--- config.mk ---
export PLATFORM = sky130hd
export DESIGN_NAME = multicycle_control_fsm
export DESIGN_NICKNAME = d
export VERILOG_FILES = /design/src/rtl/mips_ctrl_pkg.sv /design/src/rtl/multicycle_control_fsm.sv
export SDC_FILE = /design/constraint.sdc
export NUM_CORES = 1
export LEC_CHECK = 0
export ABC_AREA = 1
export BUFFER_PORTS_ARGS = -buffer_cell sky130_fd_sc_hd__buf_2
export CAP_MARGIN = 10
export CELL_PAD_IN_SITES_DETAIL_PLACEMENT = 0
export CELL_PAD_IN_SITES_GLOBAL_PLACEMENT = 1
export CORE_ASPECT_RATIO = 1.1
export CORE_MARGIN = 2
export CORE_UTILIZATION = 24
export CTS_BUF_LIST = sky130_fd_sc_hd__clkbuf_2
export CTS_CLUSTER_DIAMETER = 100
export DETAILED_ROUTE_END_ITERATION = 7
export GPL_ROUTABILITY_DRIVEN = 0
export PLACE_DENSITY_LB_ADDON = 0.1
export SKIP_LAST_GASP = 1
export SLEW_MARGIN = 15
export SYNTH_ARGS = -nofsm -noshare
export SYNTH_HDL_FRONTEND = slang
export SYNTH_SLANG_ARGS = --single-unit
export TNS_END_PERCENT = 10
--- constraint.sdc ---
create_clock -name clk -period 1.05 [get_ports clk]
set_input_delay 0 -clock clk [delete_from_list [all_inputs] [get_ports clk]]
set_output_delay 0 -clock clk [all_outputs]
set_load 0.03 [all_outputs]
--- src/rtl/mips_ctrl_pkg.sv ---
// ---------------------------------------------------------------------------
// mips_ctrl_pkg
// Shared constants for the multicycle MIPS main control:
//   - state encodings (also visible on the estado debug port)
//   - opcode constants for the supported instructions
//   - OpALU codes and the OrigBALU / OrigPC mux select codes
// ---------------------------------------------------------------------------
package mips_ctrl_pkg;

    // State encodings
    localparam logic [3:0] S_IDLE   = 4'd0;
    localparam logic [3:0] S_FETCH  = 4'd1;
    localparam logic [3:0] S_DECODE = 4'd2;
    localparam logic [3:0] S_MEMADR = 4'd3;
    localparam logic [3:0] S_MEMRD  = 4'd4;
    localparam logic [3:0] S_MEMWB  = 4'd5;
    localparam logic [3:0] S_MEMWR  = 4'd6;
    localparam logic [3:0] S_RTYPE  = 4'd7;
    localparam logic [3:0] S_RWB    = 4'd8;
    localparam logic [3:0] S_BEQ    = 4'd9;
    localparam logic [3:0] S_JUMP   = 4'd10;
    localparam logic [3:0] S_ADDI   = 4'd11;
    localparam logic [3:0] S_IWB    = 4'd12;

    // Opcode constants (IR[31:26])
    localparam logic [5:0] OP_RTYPE = 6'b000000;
    localparam logic [5:0] OP_LW    = 6'b100011;
    localparam logic [5:0] OP_SW    = 6'b101011;
    localparam logic [5:0] OP_BEQ   = 6'b000100;
    localparam logic [5:0] OP_J     = 6'b000010;
    localparam logic [5:0] OP_ADDI  = 6'b001000;

    // OpALU codes sent to the ALU control block
    localparam logic [1:0] OPALU_ADD   = 2'b00;
    localparam logic [1:0] OPALU_SUB   = 2'b01;
    localparam logic [1:0] OPALU_FUNCT = 2'b10;

    // ALU B operand select
    localparam logic [1:0] BSEL_REGB   = 2'b00;
    localparam logic [1:0] BSEL_FOUR   = 2'b01;
    localparam logic [1:0] BSEL_SEXT   = 2'b10;
    localparam logic [1:0] BSEL_SEXTSH = 2'b11;

    // PC source select
    localparam logic [1:0] PCSEL_ALU    = 2'b00;
    localparam logic [1:0] PCSEL_ALUOUT = 2'b01;
    localparam logic [1:0] PCSEL_JUMP   = 2'b10;

endpackage

--- src/rtl/multicycle_control_fsm.sv ---
// ---------------------------------------------------------------------------
// multicycle_control_fsm
// Main control for a multicycle MIPS datapath. Walks each instruction through
// FETCH / DECODE / EXEC / MEM / WB and drives the shared-datapath mux selects
// and write strobes. Memory states optionally stall on mem_ready.
//
// Ports:
//   clk, rst_n        clock (rising edge), asynchronous active-low reset
//   opcode            IR[31:26], looked at in DECODE and MEMADR
//   mem_ready         memory access completes this cycle
//   EscrevePC         unconditional PC write
//   EscrevePCCond     PC write if ALU zero (beq)
//   IouD              memory address select: 0=PC, 1=ALUOut
//   LeMem, EscreveMem memory read / write strobes
//   EscreveIR         instruction register load
//   MemparaReg        write-back source: 0=ALUOut, 1=MDR
//   RegDst            destination register: 0=rt, 1=rd
//   EscreveReg        register-file write
//   OrigAALU          ALU A select: 0=PC, 1=A
//   OrigBALU          ALU B select: 00=B, 01=4, 10=signext, 11=signext<<2
//   OpALU             operation class for the ALU control block
//   OrigPC            PC source: 00=ALU, 01=ALUOut, 10=jump target
//   ilegal            high during the DECODE cycle of an unsupported opcode
//   estado            current state code
// ---------------------------------------------------------------------------
module multicycle_control_fsm
    import mips_ctrl_pkg::*;
#(
    parameter int OPCODE_W = 6,
    parameter int OPALU_W  = 2,
    parameter bit MEM_HS   = 1'b1
) (
    input  logic                clk,
    input  logic                rst_n,
    input  logic [OPCODE_W-1:0] opcode,
    input  logic                mem_ready,
    output logic                EscrevePC,
    output logic                EscrevePCCond,
    output logic                IouD,
    output logic                LeMem,
    output logic                EscreveMem,
    output logic                EscreveIR,
    output logic                MemparaReg,
    output logic                RegDst,
    output logic                EscreveReg,
    output logic                OrigAALU,
    output logic [1:0]          OrigBALU,
    output logic [OPALU_W-1:0]  OpALU,
    output logic [1:0]          OrigPC,
    output logic                ilegal,
    output logic [3:0]          estado
);

    logic [3:0] state;
    logic [3:0] nextState;
    logic       memReady;

    // Without the handshake every memory access is assumed to finish in one cycle.
    assign memReady = MEM_HS ? mem_ready : 1'b1;

    assign estado = state;

    // State register. Because every output is decoded from this register,
    // asserting reset drops all strobes in the same instant.
    always_ff @(posedge clk or negedge rst_n) begin
        if (!rst_n) begin
            state <= S_IDLE;
        end else begin
            state <= nextState;
        end
    end

    // Next-state and output decode. Outputs follow the registered state; the
    // strobes of the wait states (FETCH, MEMWR) are also gated by memReady so a
    // write only lands in the cycle the memory completes.
    always_comb begin
        nextState     = S_FETCH;
        EscrevePC     = 1'b0;
        EscrevePCCond = 1'b0;
        IouD          = 1'b0;
        LeMem         = 1'b0;
        EscreveMem    = 1'b0;
        EscreveIR     = 1'b0;
        MemparaReg    = 1'b0;
        RegDst        = 1'b0;
        EscreveReg    = 1'b0;
        OrigAALU      = 1'b0;
        OrigBALU      = BSEL_REGB;
        OpALU         = '0;
        OrigPC        = PCSEL_ALU;
        ilegal        = 1'b0;

        case (state)
            S_IDLE: begin
                nextState = S_FETCH;
            end
            S_FETCH: begin
                LeMem     = 1'b1;
                OrigBALU  = BSEL_FOUR;
                OpALU     = OPALU_W'(OPALU_ADD);
                EscreveIR = memReady;
                EscrevePC = memReady;
                nextState = memReady ? S_DECODE : S_FETCH;
            end
            S_DECODE: begin
                // ALUOut <= PC + (signext << 2) so BEQ finds its target ready.
                OrigBALU = BSEL_SEXTSH;
                OpALU    = OPALU_W'(OPALU_ADD);
                if (opcode == OPCODE_W'(OP_RTYPE)) begin
                    nextState = S_RTYPE;
                end else if (opcode == OPCODE_W'(OP_LW) || opcode == OPCODE_W'(OP_SW)) begin
                    nextState = S_MEMADR;
                end else if (opcode == OPCODE_W'(OP_BEQ)) begin
                    nextState = S_BEQ;
                end else if (opcode == OPCODE_W'(OP_J)) begin
                    nextState = S_JUMP;
                end else if (opcode == OPCODE_W'(OP_ADDI)) begin
                    nextState = S_ADDI;
                end else begin
                    nextState = S_FETCH;
                    ilegal    = 1'b1;
                end
            end
            S_MEMADR: begin
                OrigAALU = 1'b1;
                OrigBALU = BSEL_SEXT;
                OpALU    = OPALU_W'(OPALU_ADD);
                // The IR still holds the lw/sw opcode here; anything else
                // cannot reach this state, so fall back to FETCH.
                if (opcode == OPCODE_W'(OP_LW)) begin
                    nextState = S_MEMRD;
                end else if (opcode == OPCODE_W'(OP_SW)) begin
                    nextState = S_MEMWR;
                end else begin
                    nextState = S_FETCH;
                end
            end
            S_MEMRD: begin
                LeMem     = 1'b1;
                IouD      = 1'b1;
                nextState = memReady ? S_MEMWB : S_MEMRD;
            end
            S_MEMWB: begin
                EscreveReg = 1'b1;
                MemparaReg = 1'b1;
                nextState  = S_FETCH;
            end
            S_MEMWR: begin
                EscreveMem = memReady;
                IouD       = 1'b1;
                nextState  = memReady ? S_FETCH : S_MEMWR;
            end
            S_RTYPE: begin
                OrigAALU  = 1'b1;
                OrigBALU  = BSEL_REGB;
                OpALU     = OPALU_W'(OPALU_FUNCT);
                nextState = S_RWB;
            end
            S_RWB: begin
                EscreveReg = 1'b1;
                RegDst     = 1'b1;
                nextState  = S_FETCH;
            end
            S_BEQ: begin
                OrigAALU      = 1'b1;
                OpALU         = OPALU_W'(OPALU_SUB);
                EscrevePCCond = 1'b1;
                OrigPC        = PCSEL_ALUOUT;
                nextState     = S_FETCH;
            end
            S_JUMP: begin
                EscrevePC = 1'b1;
                OrigPC    = PCSEL_JUMP;
                nextState = S_FETCH;
            end
            S_ADDI: begin
                OrigAALU  = 1'b1;
                OrigBALU  = BSEL_SEXT;
                OpALU     = OPALU_W'(OPALU_ADD);
                nextState = S_IWB;
            end
            S_IWB: begin
                EscreveReg = 1'b1;
                nextState  = S_FETCH;
            end
            default: begin
                nextState = S_FETCH;
            end
        endcase
    end

endmodule

# Yosys cells after proc, flatten, opt, wreduce, memory -nomap -nowiden
# Index checks and enable logic that the tools add are counted.
[totals] reg_bits=4 output_inout_bits=21 word_cells=55
[classes] n_eq_ne=17 n_mux=30 reduce_logical=7
[op_table] op="4-bit one-hot mux with 7 select lines" count=1
[op_table] op="4-bit equality test, second input constant" count=5
[op_table] op="4-bit 2-to-1 mux" count=5
[op_table] op="4-bit by 3-bit equality test with 1-bit output, second input constant" count=4
[op_table] op="1-bit 2-to-1 mux" count=16
[op_table] op="6-bit equality test, second input constant" count=2
[op_table] op="3-bit 2-to-1 mux" count=3
[op_table] op="4-bit by 2-bit equality test with 1-bit output, second input constant" count=2
[op_table] op="2-bit one-hot mux with 2 select lines" count=2
[op_table] op="6-bit by 2-bit equality test with 1-bit output, second input constant" count=1
[op_table] op="6-bit by 3-bit equality test with 1-bit output, second input constant" count=1
[op_table] op="6-bit by 4-bit equality test with 1-bit output, second input constant" count=1
[op_table] op="6-bit zero test" count=1
[op_table] op="2-bit one-hot mux with 3 select lines" count=1
[op_table] op="2-bit OR reduction" count=3
[op_table] op="4-bit by 1-bit equality test with 1-bit output, second input constant" count=1
[op_table] op="4-bit OR reduction" count=1
[op_table] op="3-bit OR reduction" count=1
[op_table] op="2-bit 2-to-1 mux" count=1
[op_table] op="1-bit one-hot mux with 2 select lines" count=1
[op_table] op="1-bit logical OR" count=1

# Longest topological paths before layout
[logic_depth] word_depth=7 depth_mapped=7 ltp_nobuf=7

# Worst setup path after synthesis
# Ideal clock, no wire load.
[synth_path] path_type="reg-to-output" startpoint="register state[3], in the netlist estado[3]" endpoint="output port EscrevePC" arrival_ns=1.584 required_time_ns=1.050 setup_slack_ns=-0.534 stages_incl_launch_ff=5 cell_sequence="dfrtp_1 inv_1 nor2_1 inv_1 o21ai_0"
[synth_between] elab_chain_cells=2
[synth_rtl] element="start: declaration" line_no="multicycle_control_fsm.sv:54" text="logic [3:0] state;"
[synth_rtl] element="start signal: assignment" line_no="multicycle_control_fsm.sv:69" text="state <= nextState;"
[synth_rtl] element="4-bit equality test or 4-bit by 1-bit equality test with 1-bit output (tied branches)" line_no="multicycle_control_fsm.sv:93" text="case (state)"
[synth_rtl] element="1-bit one-hot mux with 2 select lines (*)" line_no="multicycle_control_fsm.sv:93"
[synth_rtl] element="end: declaration" line_no="multicycle_control_fsm.sv:37" text="output logic EscrevePC,"
# Mark *: on every way between the ends. The rest lies on a longest branch, timed or not.

# Worst setup path in the final report
[layout_path] startpoint="register state[3], in the netlist estado[3]" endpoint="output port LeMem"
[layout_between] elab_chain_cells=3
[layout_rtl] element="4-bit by 3-bit equality test with 1-bit output or 4-bit by 1-bit equality test with 1-bit output (tied branches)" line_no="multicycle_control_fsm.sv:93"
[layout_rtl] element="2-bit OR reduction (no source line) (*)"
[layout_rtl] element="1-bit 2-to-1 mux (*)" line_no="multicycle_control_fsm.sv:93"
[layout_rtl] element="end: declaration" line_no="multicycle_control_fsm.sv:40" text="output logic LeMem,"
# Marked as above.

==> out/results.txt <==
RSZ-0062 raised after global routing - true
area delta synth->final - 99.75%
mapped cell area - 501.7 µm²
cell count after synthesis - 96
critical-path cell list - nor2_4 -> inv_4 -> buf_4 -> o21ai_2 -> buf_4
fin nets - 157
layout cells sized above 1 - 60.27%
Hold Vio Cnt, Final - 0
Clock Skew - 0.007822 ns
actual slew at the worst max-slew pin - 0.2226 ns
WL per Instance - 9.770 µm
HP Class - input port to register
maximum VDD drop - 1294 µV
critical path's slowest cell - dfrtp_2
Cell Count Post-Placement - 165
1st-iter DRT viols - 4
DRT Pass-1 Iters - 3
critical path's most frequent cell - buf_4
r2r setup slk - -0.18 ns
reg2reg end - estado[2]
Antenna Nets Post-Route - 0
I/O Buffers - 29
Final WS setup - -0.2396 ns
clock tree sinks - 4
clock latency on the worst-skew pair - 0.21 ns
crit path time final - 1.290 ns
violated checks - setup timing
internal power - 936.3 µW
Die Y - 51.96 µm
max_cap viols - 0
Starting Density - 25.09%
crit path from - estado[3]
leakage - 0.0005911 µW
crit path max fanout - 5
Final Core Density - 50.13%
yosys warns - 0
RR Startpoint - estado[0]
via count - 753
Crit. End Element - output pin
slowest stage delay, CP - 0.44 ns
final number of setup-violating endpoints - 21
WS Path Type - register to output pin
distinct cell type count of the synthesized netlist - 13
net switching power - 1049 µW
Clock Power Share - 6.9%
core area - 1999 µm²
CTS root buffer - clkbuf_2
period utilization - 122.8%
largest net degree at the start of global routing - 7
clock slew at reported path FFs - 0.04 ns
sequential group share of total power - 13.8%
Non-Filler Instances - 174
number of global-route vias before repair - 688
Seq cells post-synth - 4
max-slew violation count - 0
DRT Wirelength - 1.700 mm
Detailed Place HPWL - 1.421 mm
syn nets - 105
Global Route Usage Sum - 15.49%
H-tree levels - 1
Critical Path AT - 1.29 ns
antenna violations before repair - 0
grt total ovfl - 0
Comb pwr share - 79.3%
I/O pins - 30
Critical Path RT - 1.05 ns
FF-to-FF path depth - 7
Synth Area per Inst - 5.226 µm²
die span in x - 47.60 µm
CTS Buffer Depth - 2
crit path capture - LeMem
maximum operating frequency - 775.5 MHz
sequential fraction of the synthesis area - 19.95%
ant diodes - 0
total negative slack - -3.880 ns
switching portion of total power - 52.84%
startpoint types - register
relative slew slack - 85.10%
via density per instance - 4.328
CTS tree - built
status - finished, violations left
DRC viols - 0
number of flip-flops in the largest register - 4
die area - 2473 µm²
Row Count - 17
WHS - 0.1192 ns
Pwr Density - 1981 nW/µm²
first-pass GRT wire length - 2.739 mm
TritonCTS Buffers - 3
## stage by stage
step / total power (µW) / area (µm²) / setup WS (ns)
after floorplan: 1174 / 600.6 / -0.09407
after global placement: 1659 / 867.1 / -0.1461
after detailed placement: 1660 / 867.1 / -0.1374
after CTS: 1960 / 985.9 / -0.2662
after global routing: 2150 / 1002 / -0.3239
final: 1985 / 1002 / -0.2396
## synth_stat cells
cell     instances  share of area, %
o22ai_1          1               1.2
nand3_1         12                12
buf_4            1               1.5
o21ai_0          5               5.0
inv_2            1              0.75
nor2_4           2               4.5
nand4_1          3               3.7
nor2_1          21                16
inv_1           20                15
nor3_1           1               1.0
nor2_2           2               2.5
dfrtp_1          4                20
nand2_1         23                17
## cell usage in the layout (no fill, tap or decap)
cell	n
nor2_4	6
inv_4	3
nor2_2	7
nand2_2	2
buf_2	20
nand3_1	9
nand2_4	3
nand4_1	3
buf_4	22
o22ai_4	1
nor3_1	1
o21ai_2	4
dfrtp_2	4
inv_1	13
nand3_2	3
buf_6	5
dlygate4sd3_1	1
clkbuf_2	3
nand2_1	18
nor2_1	12
o21ai_0	1
inv_2	5
## worst min-delay path by stage
stage / end / cells after the start / slack (ns) / from
final: estado[2] / 3 / 0.12 / opcode[5]
after global routing: estado[0] / 2 / 0.12 / rst_n
after CTS: estado[1] / 2 / 0.10 / rst_n
after detailed placement: estado[2] / 1 / -0.19 / rst_n
after global placement: estado[2] / 1 / -0.19 / rst_n
after floorplan: estado[0] / 0 / -0.30 / rst_n
## critical path, delay by kind of cell, from the launching register on
family	cells	cell delay, ns
compound gates	1	0.11
buf+inv	3	0.37
flops	1	0.44
simple gates	1	0.15
## cells by family after synthesis
kind of cell | share of synthesized area, %
compound gates | 6.234
buf+inv | 17.21
flops | 19.95
simple gates | 56.61
## power groups by stage
stage	combinational, µW	sequential, µW	clock, µW
detailed placement	1360	297	0
CTS	1540	271	150
finish	1580	273	137
floorplan	822	352	0
global placement	1360	297	0
global route	1710	278	164
## layer usage
| layer | GRT usage (%) | part of all wire (%) | wire, µm | vias up |
|---|---|---|---|---|
| li1 | - | - | - | 395 |
| met1 | 17.86 | 39 | 657 | 342 |
| met2 | 26.58 | 58 | 984 | 14 |
| met3 | 1.389 | 2.6 | 45 | 2 |
| met4 | 9.009 | 0.71 | 12 | 0 |
| met5 | 0 | 0 | 0 | - |
## area by class of cell
| type | count | area [µm²] |
|---|---|---|
| multi-input cells | 70 | 429.2 |
| flip-flops and latches | 4 | 105.1 |
| well taps | 28 | 35.03 |
| fillers | 238 | 997.2 |
| repair buffers | 48 | 331.6 |
| clock buffers | 3 | 15.01 |
| inverters | 21 | 86.33 |
## what timing repair did
action / in CTS / in global routing
setup endpoints to repair: 21 / 21
pin swaps: 4 / 5
hold buffers: 1 / 0
hold endpoints to repair: 4 / 0
setup buffers: 5 / 0
gates resized for setup: 19 / 7
(Power assumes the default switching activity.)
